$ cat config.mk
export PLATFORM = sky130hd
export DESIGN_NAME = fir_param_pipelined
export DESIGN_NICKNAME = d
export VERILOG_FILES = /design/src/rtl/fir_param_pipelined_pkg.sv /design/src/rtl/fir_round_sat.sv /design/src/rtl/fir_param_pipelined.sv
export SDC_FILE = /design/constraint.sdc
export NUM_CORES = 2
export LEC_CHECK = 0
export CAP_MARGIN = 40
export CORE_MARGIN = 2
export CORE_UTILIZATION = 40
export DETAILED_ROUTE_END_ITERATION = 10
export PLACE_DENSITY = 0.63
export SYNTH_ARGS = -nofsm -noshare
export SYNTH_HDL_FRONTEND = slang
export SYNTH_HIERARCHICAL = 1
export SYNTH_SLANG_ARGS = --single-unit
$ cat constraint.sdc
create_clock -name clk -period 22.2 [get_ports clk]
set_input_delay 4.44 -clock clk [delete_from_list [all_inputs] [get_ports clk]]
set_output_delay 4.44 -clock clk [all_outputs]
set_load 0.05 [all_outputs]
$ cat src/rtl/fir_param_pipelined_pkg.sv
// Shared definitions for the parametrised pipelined FIR engine.
package fir_param_pipelined_pkg;

    typedef enum logic [1:0] {
        ST_IDLE,
        ST_RUN,
        ST_DRAIN,
        ST_DONE
    } fir_state_t;

    // Cycles from read strobe to write strobe: RAM, delay line, product, sum/round.
    localparam int unsigned PIPE_LAT = 4;

    // Coefficient bank reset pattern: identity filter (tap 0 = 1, others 0).
    function automatic int reset_coef(input int unsigned k);
        return (k == 0) ? 1 : 0;
    endfunction

endpackage

$ cat src/rtl/fir_round_sat.sv
// Combinational round-half-up, arithmetic right shift and saturation.
module fir_round_sat #(
    parameter int ACC_W  = 19,
    parameter int DATA_W = 8
) (
    input  logic signed [ACC_W-1:0]  acc,
    input  logic        [4:0]        shift,
    output logic signed [DATA_W-1:0] value,
    output logic                     sat
);

    // Headroom so the rounding constant (up to 2^30) can never overflow.
    localparam int     EXT_W = ACC_W + 33;
    localparam longint MAXV  = (longint'(1) << (DATA_W - 1)) - 1;
    localparam longint MINV  = -(longint'(1) << (DATA_W - 1));

    logic signed [EXT_W-1:0] ext;
    logic signed [EXT_W-1:0] rnd;
    logic signed [EXT_W-1:0] shifted;

    // Round, shift, then clip to the output range.
    always_comb begin
        ext = EXT_W'(acc);
        rnd = '0;
        if (shift != 5'd0) begin
            rnd[shift - 5'd1] = 1'b1;
        end
        shifted = (ext + rnd) >>> shift;
        sat     = 1'b0;
        value   = shifted[DATA_W-1:0];
        if (shifted > EXT_W'(MAXV)) begin
            value = MAXV[DATA_W-1:0];
            sat   = 1'b1;
        end else if (shifted < EXT_W'(MINV)) begin
            value = MINV[DATA_W-1:0];
            sat   = 1'b1;
        end
    end

endmodule

$ cat src/rtl/fir_param_pipelined.sv
// Memory-to-memory pipelined FIR: reads samples on port A, writes filtered
// samples on port B four cycles later, one per cycle.
module fir_param_pipelined
    import fir_param_pipelined_pkg::*;
#(
    parameter int DATA_W = 8,
    parameter int COEF_W = 8,
    parameter int TAPS   = 5,
    parameter int ADDR_W = 10
) (
    input  logic              clk,
    input  logic              rst_n,
    input  logic              start,
    input  logic [ADDR_W-1:0] input_addr,
    input  logic [ADDR_W-1:0] output_addr,
    input  logic [ADDR_W-1:0] sample_count,
    input  logic [4:0]        out_shift,
    input  logic              coef_we,
    input  logic [3:0]        coef_idx,
    input  logic [COEF_W-1:0] coef_data,
    output logic              busy,
    output logic              done,
    output logic              sat_flag,
    output logic [ADDR_W-1:0] mem_addr_a,
    output logic              mem_rd_en_a,
    input  logic [DATA_W-1:0] mem_data_out_a,
    output logic [ADDR_W-1:0] mem_addr_b,
    output logic [DATA_W-1:0] mem_data_in_b,
    output logic              mem_we_b
);

    localparam int ACC_W  = DATA_W + COEF_W + $clog2(TAPS);
    localparam int PROD_W = DATA_W + COEF_W;

    fir_state_t state_q, state_d;

    logic [ADDR_W-1:0] in_base_q, in_base_d, out_base_q, out_base_d;
    logic [ADDR_W-1:0] count_q, count_d, rd_cnt_q, rd_cnt_d, wr_cnt_q, wr_cnt_d;
    logic [4:0]        shift_q, shift_d;
    logic              sat_q, sat_d;
    logic [PIPE_LAT:1] vld_q, vld_d;

    logic signed [DATA_W-1:0] x_q[TAPS], x_d[TAPS];
    logic signed [COEF_W-1:0] coef_q[TAPS], coef_d[TAPS];
    logic signed [PROD_W-1:0] prod_q[TAPS], prod_d[TAPS];
    logic signed [DATA_W-1:0] y_q, y_d;

    logic signed [ACC_W-1:0]  acc_sum;
    logic signed [DATA_W-1:0] rs_val;
    logic                     rs_sat;
    logic                     start_acc;
    logic                     rd_en;

    assign start_acc = (state_q == ST_IDLE) && start;
    assign rd_en     = (state_q == ST_RUN);

    // Next-state logic.
    always_comb begin
        state_d = state_q;
        unique case (state_q)
            ST_IDLE:  if (start) state_d = (sample_count == '0) ? ST_DONE : ST_RUN;
            ST_RUN:   if (rd_cnt_q == count_q - ADDR_W'(1)) state_d = ST_DRAIN;
            ST_DRAIN: if (vld_q[PIPE_LAT] && (wr_cnt_q == count_q - ADDR_W'(1))) state_d = ST_DONE;
            ST_DONE:  state_d = ST_IDLE;
            default:  state_d = ST_IDLE;
        endcase
    end

    // Adder tree over the registered products.
    always_comb begin
        acc_sum = '0;
        for (int unsigned k = 0; k < TAPS; k++) begin
            acc_sum = acc_sum + ACC_W'(prod_q[k]);
        end
    end

    fir_round_sat #(
        .ACC_W (ACC_W),
        .DATA_W(DATA_W)
    ) u_round_sat (
        .acc  (acc_sum),
        .shift(shift_q),
        .value(rs_val),
        .sat  (rs_sat)
    );

    // Datapath next values: run setup, counters, delay line, products, result.
    always_comb begin
        in_base_d  = in_base_q;
        out_base_d = out_base_q;
        count_d    = count_q;
        shift_d    = shift_q;
        sat_d      = sat_q;
        rd_cnt_d   = rd_cnt_q;
        wr_cnt_d   = wr_cnt_q;
        y_d        = y_q;
        vld_d      = {vld_q[PIPE_LAT-1:1], rd_en};
        x_d        = x_q;
        coef_d     = coef_q;
        for (int unsigned k = 0; k < TAPS; k++) begin
            prod_d[k] = PROD_W'(x_q[k]) * PROD_W'(coef_q[k]);
        end

        if (start_acc) begin
            in_base_d  = input_addr;
            out_base_d = output_addr;
            count_d    = sample_count;
            shift_d    = out_shift;
            sat_d      = 1'b0;
            rd_cnt_d   = '0;
            wr_cnt_d   = '0;
            for (int unsigned k = 0; k < TAPS; k++) begin
                x_d[k] = '0;
            end
        end

        if (rd_en) begin
            rd_cnt_d = rd_cnt_q + ADDR_W'(1);
        end

        // History only advances on real samples, so older taps stay zero.
        if (vld_q[1]) begin
            x_d[0] = mem_data_out_a;
            for (int unsigned k = 1; k < TAPS; k++) begin
                x_d[k] = x_q[k-1];
            end
        end

        if (vld_q[3]) begin
            y_d = rs_val;
            if (rs_sat) sat_d = 1'b1;
        end

        if (vld_q[PIPE_LAT]) begin
            wr_cnt_d = wr_cnt_q + ADDR_W'(1);
        end

        for (int unsigned k = 0; k < TAPS; k++) begin
            if (coef_we && !busy && (32'(coef_idx) == k)) begin
                coef_d[k] = coef_data;
            end
        end
    end

    // State and datapath registers.
    always_ff @(posedge clk or negedge rst_n) begin
        if (!rst_n) begin
            state_q    <= ST_IDLE;
            in_base_q  <= '0;
            out_base_q <= '0;
            count_q    <= '0;
            shift_q    <= '0;
            sat_q      <= 1'b0;
            rd_cnt_q   <= '0;
            wr_cnt_q   <= '0;
            y_q        <= '0;
            vld_q      <= '0;
            for (int unsigned k = 0; k < TAPS; k++) begin
                x_q[k]    <= '0;
                prod_q[k] <= '0;
                coef_q[k] <= COEF_W'(reset_coef(k));
            end
        end else begin
            state_q    <= state_d;
            in_base_q  <= in_base_d;
            out_base_q <= out_base_d;
            count_q    <= count_d;
            shift_q    <= shift_d;
            sat_q      <= sat_d;
            rd_cnt_q   <= rd_cnt_d;
            wr_cnt_q   <= wr_cnt_d;
            y_q        <= y_d;
            vld_q      <= vld_d;
            x_q        <= x_d;
            prod_q     <= prod_d;
            coef_q     <= coef_d;
        end
    end

    assign busy          = (state_q == ST_RUN) || (state_q == ST_DRAIN);
    assign done          = (state_q == ST_DONE);
    assign sat_flag      = sat_q;
    assign mem_addr_a    = in_base_q + rd_cnt_q;
    assign mem_rd_en_a   = rd_en;
    assign mem_addr_b    = out_base_q + wr_cnt_q;
    assign mem_data_in_b = y_q;
    assign mem_we_b      = vld_q[PIPE_LAT];

endmodule

==> flow_summary.ini <==
[logic_synthesis]
synth_flop_cell = dfrtp_1
netlist_area_mm2 = 0.02947
syn_inst = 3285
synth_top_area_share = 0.2228
syn-num-nets = 3895
ys_ff_latch = 230
yosys.area.top_type = fa_1
ys_types = 108
synthTopCellsByCount = inv_1 (573), fa_1 (328), nand2_1 (270), and2_1 (233), dfrtp_1 (229)
ys_warn_count = 6
synth_area_per_cell_um2 = 8.970
synth_edf_count = 0
seq_area_frac_synth = 0.1954
synthArstFlopShare = 1.000
synth_area_leaders = fa_1 (22%), dfrtp_1 (19%), ha_1 (9.5%)
yosysMostFrequentCell = inv_1

[global_route]
met3_usage = 0.02166
overflow = 0
grt_max_degree = 99
grt.busiest_layer = met2
track_usage = 0.2046
grt_pass1_wl_um = 125300
antenna_found_initial = 1
grt_pass1_vias = 23010
grtUsageMet2 = 0.3444
use_met1 = 0.2826

[critical_path]
crit_family = compound AO/OA/AOI/OAI gates
ff2ff_path_depth = 32
cp.depth = 32
end_kind = flip-flop
path_class = flip-flop to flip-flop
path_buf_inv = 6
cpMostUsedCell = inv_1
r2r_start = prod_q[2]
startpoint_type = flip-flop
critPathSlowestCell = fa_1
crit_path_max_fanout = 26
reg2reg_slack_ps = 12900
arrival_ps = 9740
r2r-end = mem_data_in_b[1]
slowest_delay_ps = 530
cp_data_required_time_ps = 22640

[floorplanning]
start_util = 0.4039
die_y_um = 275.4
die_w_um = 275.4
rows = 99
die-area_mm2 = 0.07585
core_mm2 = 0.07296
ios = 92

[clock_network]
cts_setup_buffers = 0
htreeDepth = 1
cts_tree = yes
cts.sinks = 230
post_cts_resized = 0
cts_made_buffers = 29
clock_latency_ps = 580
ctsHoldBuffers = 0
root_buffer = clkbuf_16
cts.path.max_buffers = 3
clk_pin_slew_ps = 60

[sta]
min_period_over_period = 0.4190
rsz0062_at_grt = false
layout_min_cycle_time_ps = 9303
fin_skew_ps = 31.97
max_freq_ghz = 0.1075
relSlewSlack = 0.3837
tns_ps = 0
tightestPinTransition_ps = 914.8
hold_violations = 0
maxSlewViolCount = 0
setup_viol = 0

[detailed_routing]
dr.pass1.iters = 7
vias_per_cell = 5.290
vias = 22690
wl_um = 75850
drtIter0Drc = 1616
wire_per_inst_um = 17.69
drc = 0
antenna_left = 0

[placement]
placement.cell_area_mm2 = 0.03126
dp_hpwl_um = 60700
place_congestion = 0.9317
port_buffers = 91

[cells_and_area]
nNetsFinal = 3918
syn2layout_area_growth_pct = 9.580
n_antenna_cell = 0
nFillCells = 7087
ff_latch_area_mm2 = 0.005758
multiInputGateArea_mm2 = 0.02109
final_area_mm2 = 0.03229
final_layout_size_suffix_gt1_frac = 0.06667

[hold_path]
hold_depth = 0
min_from = vld_q[2]
whs_endpoint = vld_q[3]
hp-class = flip-flop to flip-flop

[outcome]
status = complete, no violations

[job]
cap_violations = 0
-- cell families after synthesis --
family,after synthesis,synth area share
fa+ha+maj,551,0.3175
simple gates,974,0.1710
flops,230,0.1954
other cells,2,0.0002549
mux,135,0.05206
xor+xnor,153,0.04718
buf+inv,690,0.08934
compound gates,550,0.1272
-- placed cells by master (no fill, tap or decap), types with 43 or more instances in the layout --
cell type and instances:
a21oi_1 115, and2_1 233, clkdlybuf4s50_1 90, dfrtp_1 228, fa_1 328, ha_1 223, inv_1 573, mux2_2 96
nand2_1 269, nand3_1 43, nor2_1 162, nor2b_1 48, nor3_1 54, o21ai_0 120, xnor2_1 114
-- state kept, by name (all words and copies together), names as in the netlist --
signal and flops:
shift_q 5, rd_cnt_q 10, mem_data_in_b 8, prod_q 80, wr_cnt_q 10, sat_flag 1
state_q 2, x_q 40, count_q 10, vld_q 4, out_base_q 10, coef_q 40
in_base_q 10
-- stage by stage --
stage	setup slack, ps	hold WS [ps]	cells	util
after global placement	12980	352.5	4233	0.4279
after floorplan	13850	331.2	3285	-
after detailed placement	13140	351.8	4236	0.4284
final	12900	361.6	4289	0.4426
after global routing	12470	388.0	4289	0.4426
after CTS	13070	366.2	4289	0.4426
-- area by class of cell --
type | instances | share of cell area
sequential | 230 | 0.1783
clock buffer | 36 | 0.02422
clock inverter | 17 | 0.007750
timing repair buffer | 107 | 0.03247
tap | 959 | 0.03716
multi-input combinational | 2365 | 0.6532
inverter | 575 | 0.06684
-- metal layers --
metal	wire length, µm	share of wire
met2	36000	0.47
met4	1772	0.023
met3	3348	0.044
met5	12	0.00016
met1	34710	0.46
-- worst reg2reg max path: cells and delay by family (launching register included) --
family                   cells  cell delay [ps]
AO/OA/AOI/OAI               13             3290
adder cells (fa/ha/maj)      5             2240
AND/OR/NAND/NOR              6             2150
buffers and inverters        6              740
flip-flops                   1              320
multiplexers                 1              280
XOR/XNOR                     1              120
-- worst max-delay path by stage --
stage	start	to	slack (ps)
floorplan	prod_q[2]	mem_data_in_b[0]	13850
global placement	prod_q[2]	mem_data_in_b[4]	12980
detailed placement	prod_q[2]	mem_data_in_b[1]	13140
CTS	prod_q[2]	mem_data_in_b[1]	13070
global route	prod_q[17]	mem_data_in_b[1]	12470
finish	prod_q[2]	mem_data_in_b[1]	12900
Power is left out: the tool's default activity adds up to more than one toggle a clock period on the data nets, which glitch-free logic cannot reach.
